## src/rtl/lbist_resp_shbuf.sv

```systemverilog
// LBIST response capture buffer: address-sequenced DEPTH-stage shift register with
// fill tracking, optional freeze-on-full and sticky sequence error. Optional macro: LBIST_RESP_DUP_CHK_EN.
module lbist_resp_shbuf #(
    parameter int WIDTH     = 8,
    parameter int DEPTH     = 4,
    parameter int AW        = 8,
    parameter int HOLD_FULL = 0
) (
    input  logic                         clk,
    input  logic                         rst_n,
    input  logic                         init,
    input  logic [AW-1:0]                base_addr,
    input  logic [AW-1:0]                addr,
    input  logic [WIDTH-1:0]             din,
    input  logic                         din_vld,
    output logic [WIDTH*DEPTH-1:0]       dout,
    output logic [$clog2(DEPTH+1)-1:0]   fill,
    output logic                         full,
    output logic [AW-1:0]                expect_addr,
    output logic                         armed,
    output logic                         seq_err,
    output logic                         dup
);

    localparam int FW = $clog2(DEPTH+1);
    localparam logic [FW-1:0] FILL_MAX = FW'(DEPTH);

    typedef enum logic [1:0] {
        ST_IDLE  = 2'd0,
        ST_ARMED = 2'd1,
        ST_HALT  = 2'd2
    } state_t;

    state_t            state_r;
    state_t            state_nxt_s;
    logic [WIDTH-1:0]  stage_r [DEPTH];
    logic [FW-1:0]     fill_r;
    logic [FW-1:0]     fill_nxt_s;
    logic              full_r;
    logic [AW-1:0]     expect_r;
    logic              seq_err_r;
    logic              dup_r;
    logic              capture_s;
    logic              mismatch_s;
    logic              dup_hit_s;

`ifdef LBIST_RESP_DUP_CHK_EN
    // A repeated word on consecutive captures hints at a stuck CUT response.
    assign dup_hit_s = (din == stage_r[0]) && (fill_r != {FW{1'b0}});
`else
    assign dup_hit_s = 1'b0;
`endif

    // State register.
    always_ff @(posedge clk or negedge rst_n) begin
        if (!rst_n) begin
            state_r <= ST_IDLE;
        end else begin
            state_r <= state_nxt_s;
        end
    end

    // Next-state and capture/mismatch decode; init overrides any word in the same cycle.
    always_comb begin
        state_nxt_s = state_r;
        capture_s   = 1'b0;
        mismatch_s  = 1'b0;
        fill_nxt_s  = fill_r;
        if (init) begin
            state_nxt_s = ST_ARMED;
        end else begin
            case (state_r)
                ST_ARMED: begin
                    if (din_vld) begin
                        if (addr == expect_r) begin
                            capture_s = 1'b1;
                        end else begin
                            mismatch_s = 1'b1;
                        end
                    end else begin
                        capture_s = 1'b0;
                    end
                end
                ST_IDLE:  state_nxt_s = ST_IDLE;
                ST_HALT:  state_nxt_s = ST_HALT;
                default:  state_nxt_s = ST_IDLE;
            endcase
        end
        if (capture_s) begin
            if (fill_r == FILL_MAX) begin
                fill_nxt_s = fill_r;
            end else begin
                fill_nxt_s = fill_r + FW'(1);
            end
            if ((HOLD_FULL != 0) && (fill_nxt_s == FILL_MAX)) begin
                state_nxt_s = ST_HALT;
            end else begin
                state_nxt_s = state_nxt_s;
            end
        end else begin
            fill_nxt_s = fill_r;
        end
    end

    // Shift stages; the oldest word falls off the end when full and not frozen.
    always_ff @(posedge clk or negedge rst_n) begin
        if (!rst_n) begin
            for (int k = 0; k < DEPTH; k++) stage_r[k] <= {WIDTH{1'b0}};
        end else if (init) begin
            for (int k = 0; k < DEPTH; k++) stage_r[k] <= {WIDTH{1'b0}};
        end else if (capture_s) begin
            stage_r[0] <= din;
            for (int k = 1; k < DEPTH; k++) stage_r[k] <= stage_r[k-1];
        end else begin
            for (int k = 0; k < DEPTH; k++) stage_r[k] <= stage_r[k];
        end
    end

    // Fill, address tracking, sticky error and duplicate flag.
    always_ff @(posedge clk or negedge rst_n) begin
        if (!rst_n) begin
            fill_r    <= {FW{1'b0}};
            full_r    <= 1'b0;
            expect_r  <= {AW{1'b0}};
            seq_err_r <= 1'b0;
            dup_r     <= 1'b0;
        end else if (init) begin
            fill_r    <= {FW{1'b0}};
            full_r    <= 1'b0;
            expect_r  <= base_addr;
            seq_err_r <= 1'b0;
            dup_r     <= 1'b0;
        end else begin
            fill_r    <= fill_nxt_s;
            full_r    <= (fill_nxt_s == FILL_MAX);
            expect_r  <= capture_s ? (expect_r + AW'(1)) : expect_r;
            seq_err_r <= seq_err_r | mismatch_s;
            dup_r     <= capture_s & dup_hit_s;
        end
    end

    for (genvar g = 0; g < DEPTH; g++) begin : g_dout
        assign dout[g*WIDTH +: WIDTH] = stage_r[g];
    end

    assign fill        = fill_r;
    assign full        = full_r;
    assign expect_addr = expect_r;
    assign armed       = (state_r != ST_IDLE);
    assign seq_err     = seq_err_r;
    assign dup         = dup_r;

endmodule

```

## config.mk

```make
export PLATFORM = sky130hd
export DESIGN_NAME = lbist_resp_shbuf
export DESIGN_NICKNAME = d
export VERILOG_FILES = /design/src/rtl/lbist_resp_shbuf.sv
export SDC_FILE = /design/constraint.sdc
export NUM_CORES = 1
export LEC_CHECK = 0
export ABC_AREA = 1
export CORE_UTILIZATION = 46
export DETAILED_ROUTE_END_ITERATION = 10
export PLACE_DENSITY_LB_ADDON = 0.05
export SYNTH_ARGS = -nofsm -noshare
export SYNTH_HDL_FRONTEND = slang
export SYNTH_SLANG_ARGS = --single-unit
```

## constraint.sdc

```tcl
create_clock -name clk -period 1.95 [get_ports clk]
set_input_delay 0.195 -clock clk [delete_from_list [all_inputs] [get_ports clk]]
set_output_delay 0.195 -clock clk [all_outputs]
set_load 0.05 [all_outputs]
```

; ---- Word-level counts from Yosys, hierarchy flattened
; Index checks and enable logic that the tools add are counted.
[classes]
addsub = 2
n_div = 0
n_bitwise = 1
multipliers = 0
n_shift = 0
reduce_logical = 2
muxes = 19
order_cmp = 0
n_eq_ne = 6
[ops]
columns = cell, n
row1 = $mux 32, 2
row2 = $mux 8, 2
row3 = $mux 1, 10
row4 = $mux 3, 3
row5 = $add 8x1->8 const B, 1
row6 = $eq 8x8->1, 1
row7 = $eq 3x3->1 const B, 2
row8 = $pmux 2 s2, 1
row9 = $reduce_bool 2->1, 2
row10 = $add 3x1->3 const B, 1
row11 = $eq 2x1->1 const B, 1
row12 = $eq 2x2->1 const B, 1
row13 = $mux 2, 1
row14 = $ne 2x2->1 const B, 1
row15 = $or 1x1->1, 1
[totals]
input_bits = 28
latchBits = 0
regBits = 47
memories = 0
out_inout_bits = 47
rom_bits = 0
ram_bits = 0
wordCells = 39

; ---- Logic depth before layout (Yosys ltp)
[depth]
word_depth = 8
mapped_depth = 12
depth_no_buf = 11

; ---- Least setup slack after synthesis
; No wires, ideal clock.
[synth_path]
path_type = reg-to-reg
startpoint = register expect_r[6] (netlist: expect_addr[6])
endpoint = register expect_r[4] (netlist: expect_addr[4])
path_slack_ns = 0.185
period_less_slack_ns = 1.765
stages_incl_launch_ff = 11
n_path_buf = 1
arrival_ns = 1.639
setup_ns = 0.127
required_time_ns = 1.823
cell_sequence = dfrtp_1 > inv_2 > nand2_1 > nand2_1 > nor2_1 > nand2_2 > nor2_8 > nand3_4 > nand2_2 > buf_6 > o21ai_0
[synth_between]
elab_chain_len = 6
[synth_lines]
columns = element, line
row1 = start: declaration, 40  ; logic [AW-1:0] expect_r;
row2 = start signal: assignment, 124  ; expect_r <= {AW{1'b0}};
row3 = start signal: assignment, 130  ; expect_r <= base_addr;
row4 = start signal: assignment, 136  ; expect_r <= capture_s ? (expect_r + AW'(1)) : expect_r;
row5 = $eq 8x8->1, 75  ; if (addr == expect_r) begin
row6 = $mux 1, 75
row7 = $mux 1, 74  ; if (din_vld) begin
row8 = $mux 1, 72  ; case (state_r)
row9 = $mux 1, 69  ; if (init) begin
row10 = $reduce_bool 2->1 (no source line), --
; Every way passes these cells.
; A chain may end at the register's enable or synchronous reset.

; ---- Worst setup path in the final report
[layout_path]
startpoint = register state_r[0]
endpoint = output armed
[layout_between]
elab_chain_len = 1
[layout_lines]
columns = element, line
row1 = start: declaration, 34  ; state_t state_r;
row2 = start signal: assignment, 59  ; state_r <= state_nxt_s;
row3 = $reduce_bool 2->1, 149  ; assign armed = (state_r != ST_IDLE);
row4 = end: declaration, 20  ; output logic armed,
; Every way passes these cells.

==> flow_summary.json <==
{
  "avgSynthCellArea_um2": 7.743,
  "cts-hold-fix-buffers": 0,
  "syn-instance-count": 308,
  "critPathKind": "flip-flop to primary output",
  "synthMuxAreaShare_pct": 0,
  "dieArea_um2": 5476,
  "wl_met1_um": 2624,
  "num_vias": 2233,
  "io_buffers": 73,
  "yosys.area.top_type": "dfrtp_1",
  "violations": "negative hold slack",
  "drt_wl_total_um": 5575,
  "h-tree-depth": 2,
  "synth_xor_area_share_pct": 1.102,
  "yosysWarnings": 0,
  "grt-ovfl-total": 0,
  "powerDensity_nw_per_um2": 600.2,
  "power_frac_clock_pct": 28.3,
  "synth_compound_gate_area_share_pct": 3.253,
  "skew_ns": 0.005497,
  "coreArea_um2": 4848,
  "crit_required_ns": 1.75,
  "wl_met3_um": 307,
  "path_delay_family": "buffers and inverters",
  "dr_wl_met2_um": 2597,
  "clkLatencyLatePin_ns": 0.29,
  "synth_area_leaders": "dfrtp_1, nand2_1, nand3_1",
  "track_usage_pct": 22.03,
  "clkTransAtPathRegs_ns": 0.08,
  "hold_class": "primary input to async pin",
  "internal_power_w": 0.001386,
  "synth_top_family_by_area": "simple AND/OR/NAND/NOR gates",
  "yosys.area_share.simple_pct": 36.88,
  "grt_setup_unrepaired": "false",
  "critPathBufInv": 1,
  "grt_pass1_wl_um": 9280,
  "start_util_pct": 49.19,
  "cts.sinks": 47,
  "timing.final.crit_share_pct": 95.31,
  "antenna_found_initial": 0,
  "drtIter0Drc": 184,
  "cts.path.max_buffers": 2,
  "seqPwrFrac_pct": 52.3,
  "max_clock_freq_mhz": 538.1,
  "chipWidth_um": 74,
  "cp.arrival_ns": 1.66,
  "layout-area-overhead-vs-synth_pct": 37.62,
  "outcome": "finished, violations left",
  "placed_area_um2": 3199,
  "via_per_inst": 4.984,
  "n_antenna_cell": 0,
  "leakage_nw": 1.686,
  "maxCapViolations": 0,
  "layout-drive-gt1-share_pct": 8.399,
  "numCtsBuffers": 5,
  "drtAntennaViolNets": 0,
  "synth_seq_cells": 47,
  "final-setup-viol-count": 0,
  "topRoutingLayerUsed": "met4",
  "fin_setup_tns_ns": 0,
  "num_rows": 25,
  "timing.final.hold_violations": 45,
  "route.detailed.drc": 0,
  "slowest_stage": "clkdlybuf4s50_1",
  "syn_area_um2": 2385,
  "cts-root-buf": "clkbuf_8",
  "finalCriticalPeriod_ns": 1.859,
  "grt_start_max_net_pins": 48,
  "path_max_fanout": 3,
  "cts_resized": 0,
  "yosysUniqueCellTypes": 26,
  "p_sw_share_pct": 29.65,
  "place_inst": 441,
  "endpoint_kind": "primary output",
  "synth_adder_area_share_pct": 1.574,
  "ir_drop_v": 0.0003241,
  "wl_per_cell_um": 12.44,
  "power_switching_w": 0.0005840,
  "fin_area_um2": 3282,
  "final_cells": 448,
  "synth_top_area_share_pct": 49.32,
  "num-nets-final": 412,
  "first_global_vias": 1985,
  "ys_seq_area_share_pct": 49.32,
  "critPathLaunchType": "flip-flop",
  "fin_hold_ws_ns": -0.02216,
  "comb_power_share_pct": 19.4,
  "worst_slack_ns": 0.09147,
  "cts_tree": "done",
  "post-dp-hpwl_um": 3942,
  "critical_path.max_stage_delay_ns": 0.70,
  "ios": 75,
  "drv_slew": 0,
  "worstPathCellList": "or2_2 -> clkdlybuf4s50_1",
  "post_cts_buffers": 0,
  "drtPass1Iterations": 4,
  "place_congestion": 0.7892,
  "synth_nets": 339,
  "worstMarginPinSlew_ns": 0.5866,
  "preCtsSetupSlack_ns": 0.1142,
  "relSlewSlack_pct": 60.90,
  "dieHeight_um": 74
}
## layer usage
layer	vias to the layer above	track usage (%)
met2	62	33.54
met1	1027	31.74
met4	0	5.769
met5	-	0
li1	1138	-
met3	6	5.285
## cells in the final DEF (no fill, tap or decap)
cell type,netlist,final
nand3_4,1,1
o31ai_1,1,1
buf_12,0,1
xor2_1,2,2
clkdlybuf4s50_1,0,72
clkinv_1,1,1
nor2_1,12,12
nor3_1,2,2
nand2_1,97,97
dfrtp_1,47,47
o21ai_0,5,5
nor2_2,1,1
conb_1,1,1
clkinv_2,0,1
buf_4,1,9
o21ai_1,7,7
nand3_1,72,72
nor2_8,1,1
clkinv_4,0,1
inv_2,7,7
buf_2,6,1
nand4_1,5,5
nand2_2,2,2
clkbuf_8,0,5
inv_1,19,19
or2_2,2,2
ha_1,3,3
xnor2_1,1,1
a21oi_1,2,2
## stage by stage
stage	power [W]	utilization, %	hold slack, ns
floorplan	0.001274	-	-0.1006
global placement	0.001429	65.99	0.3245
detailed placement	0.001434	65.99	0.3186
CTS	0.001992	67.69	0.002352
global route	0.002059	67.69	0.04205
finish	0.001970	67.69	-0.02216
## path summary, 6_finish.rpt
kind	depth (start not counted)	to	slack [ns]	start
max	2	armed	0.09	state_r[0]
min reg2reg	1	state_r[1]	0.46	state_r[0]
max in group asynchronous	2	fill[1]	1.57	rst_n
max reg2reg	10	full	0.28	expect_addr[3]
min	2	expect_addr[2]	-0.02	rst_n
min in group clk	3	dout[2]	0.45	din[2]
## cells by family (layout without fill, tap and decap cells)
family / count (synthesis) / in the layout
buffers and inverters: 44 / 117
flip-flops: 47 / 47
AND/OR/NAND/NOR: 195 / 195
AO/OA/AOI/OAI: 15 / 15
other: 1 / 1
XOR/XNOR: 3 / 3
adder cells (fa/ha/maj): 3 / 3
## flip-flops by register name, indices dropped and copies added, names as in the netlist
register and flops:
dout 32, expect_addr 8, fill 3, full 1, seq_err 1, state_r 2
## synthesized netlist by cell type
| library cell | number |
|---|---|
| nor3_1 | 2 |
| buf_6 | 1 |
| xor2_1 | 2 |
| o31ai_1 | 1 |
| nor2_8 | 1 |
| xnor2_1 | 1 |
| inv_1 | 19 |
| or2_2 | 2 |
| clkinv_1 | 1 |
| nand4_1 | 5 |
| buf_2 | 6 |
| a21oi_1 | 2 |
| o21ai_1 | 7 |
| nand3_4 | 1 |
| clkbuf_1 | 9 |
| conb_1 | 1 |
| inv_2 | 7 |
| nand3_1 | 72 |
| ha_1 | 3 |
| nor2_1 | 12 |
| buf_4 | 1 |
| nor2_2 | 1 |
| dfrtp_1 | 47 |
| nand2_1 | 97 |
| nand2_2 | 2 |
| o21ai_0 | 5 |
## power by group through the flow
| stage | registers [W] | clock network [W] | logic [W] |
|---|---|---|---|
| 2_1_floorplan | 0.00112 | 0 | 0.000149 |
| 3_3_place_gp | 0.00105 | 0 | 0.000379 |
| 3_5_place_dp | 0.00105 | 0 | 0.000384 |
| 4_1_cts | 0.00103 | 0.000576 | 0.000385 |
| 5_1_grt | 0.00104 | 0.000605 | 0.000418 |
| 6_report | 0.00103 | 0.000557 | 0.000382 |
## final cells by class
cell class,count,area (um2)
Fill cell,418,1567
Inverter,27,101.3
Sequential cell,47,1176
Tap cell,67,83.83
Multi-Input combinational cell,217,1025
Clock inverter,2,13.76
Timing Repair Buffer,83,813.3
Clock buffer,5,68.82
Power figures use the tool's default switching activity.
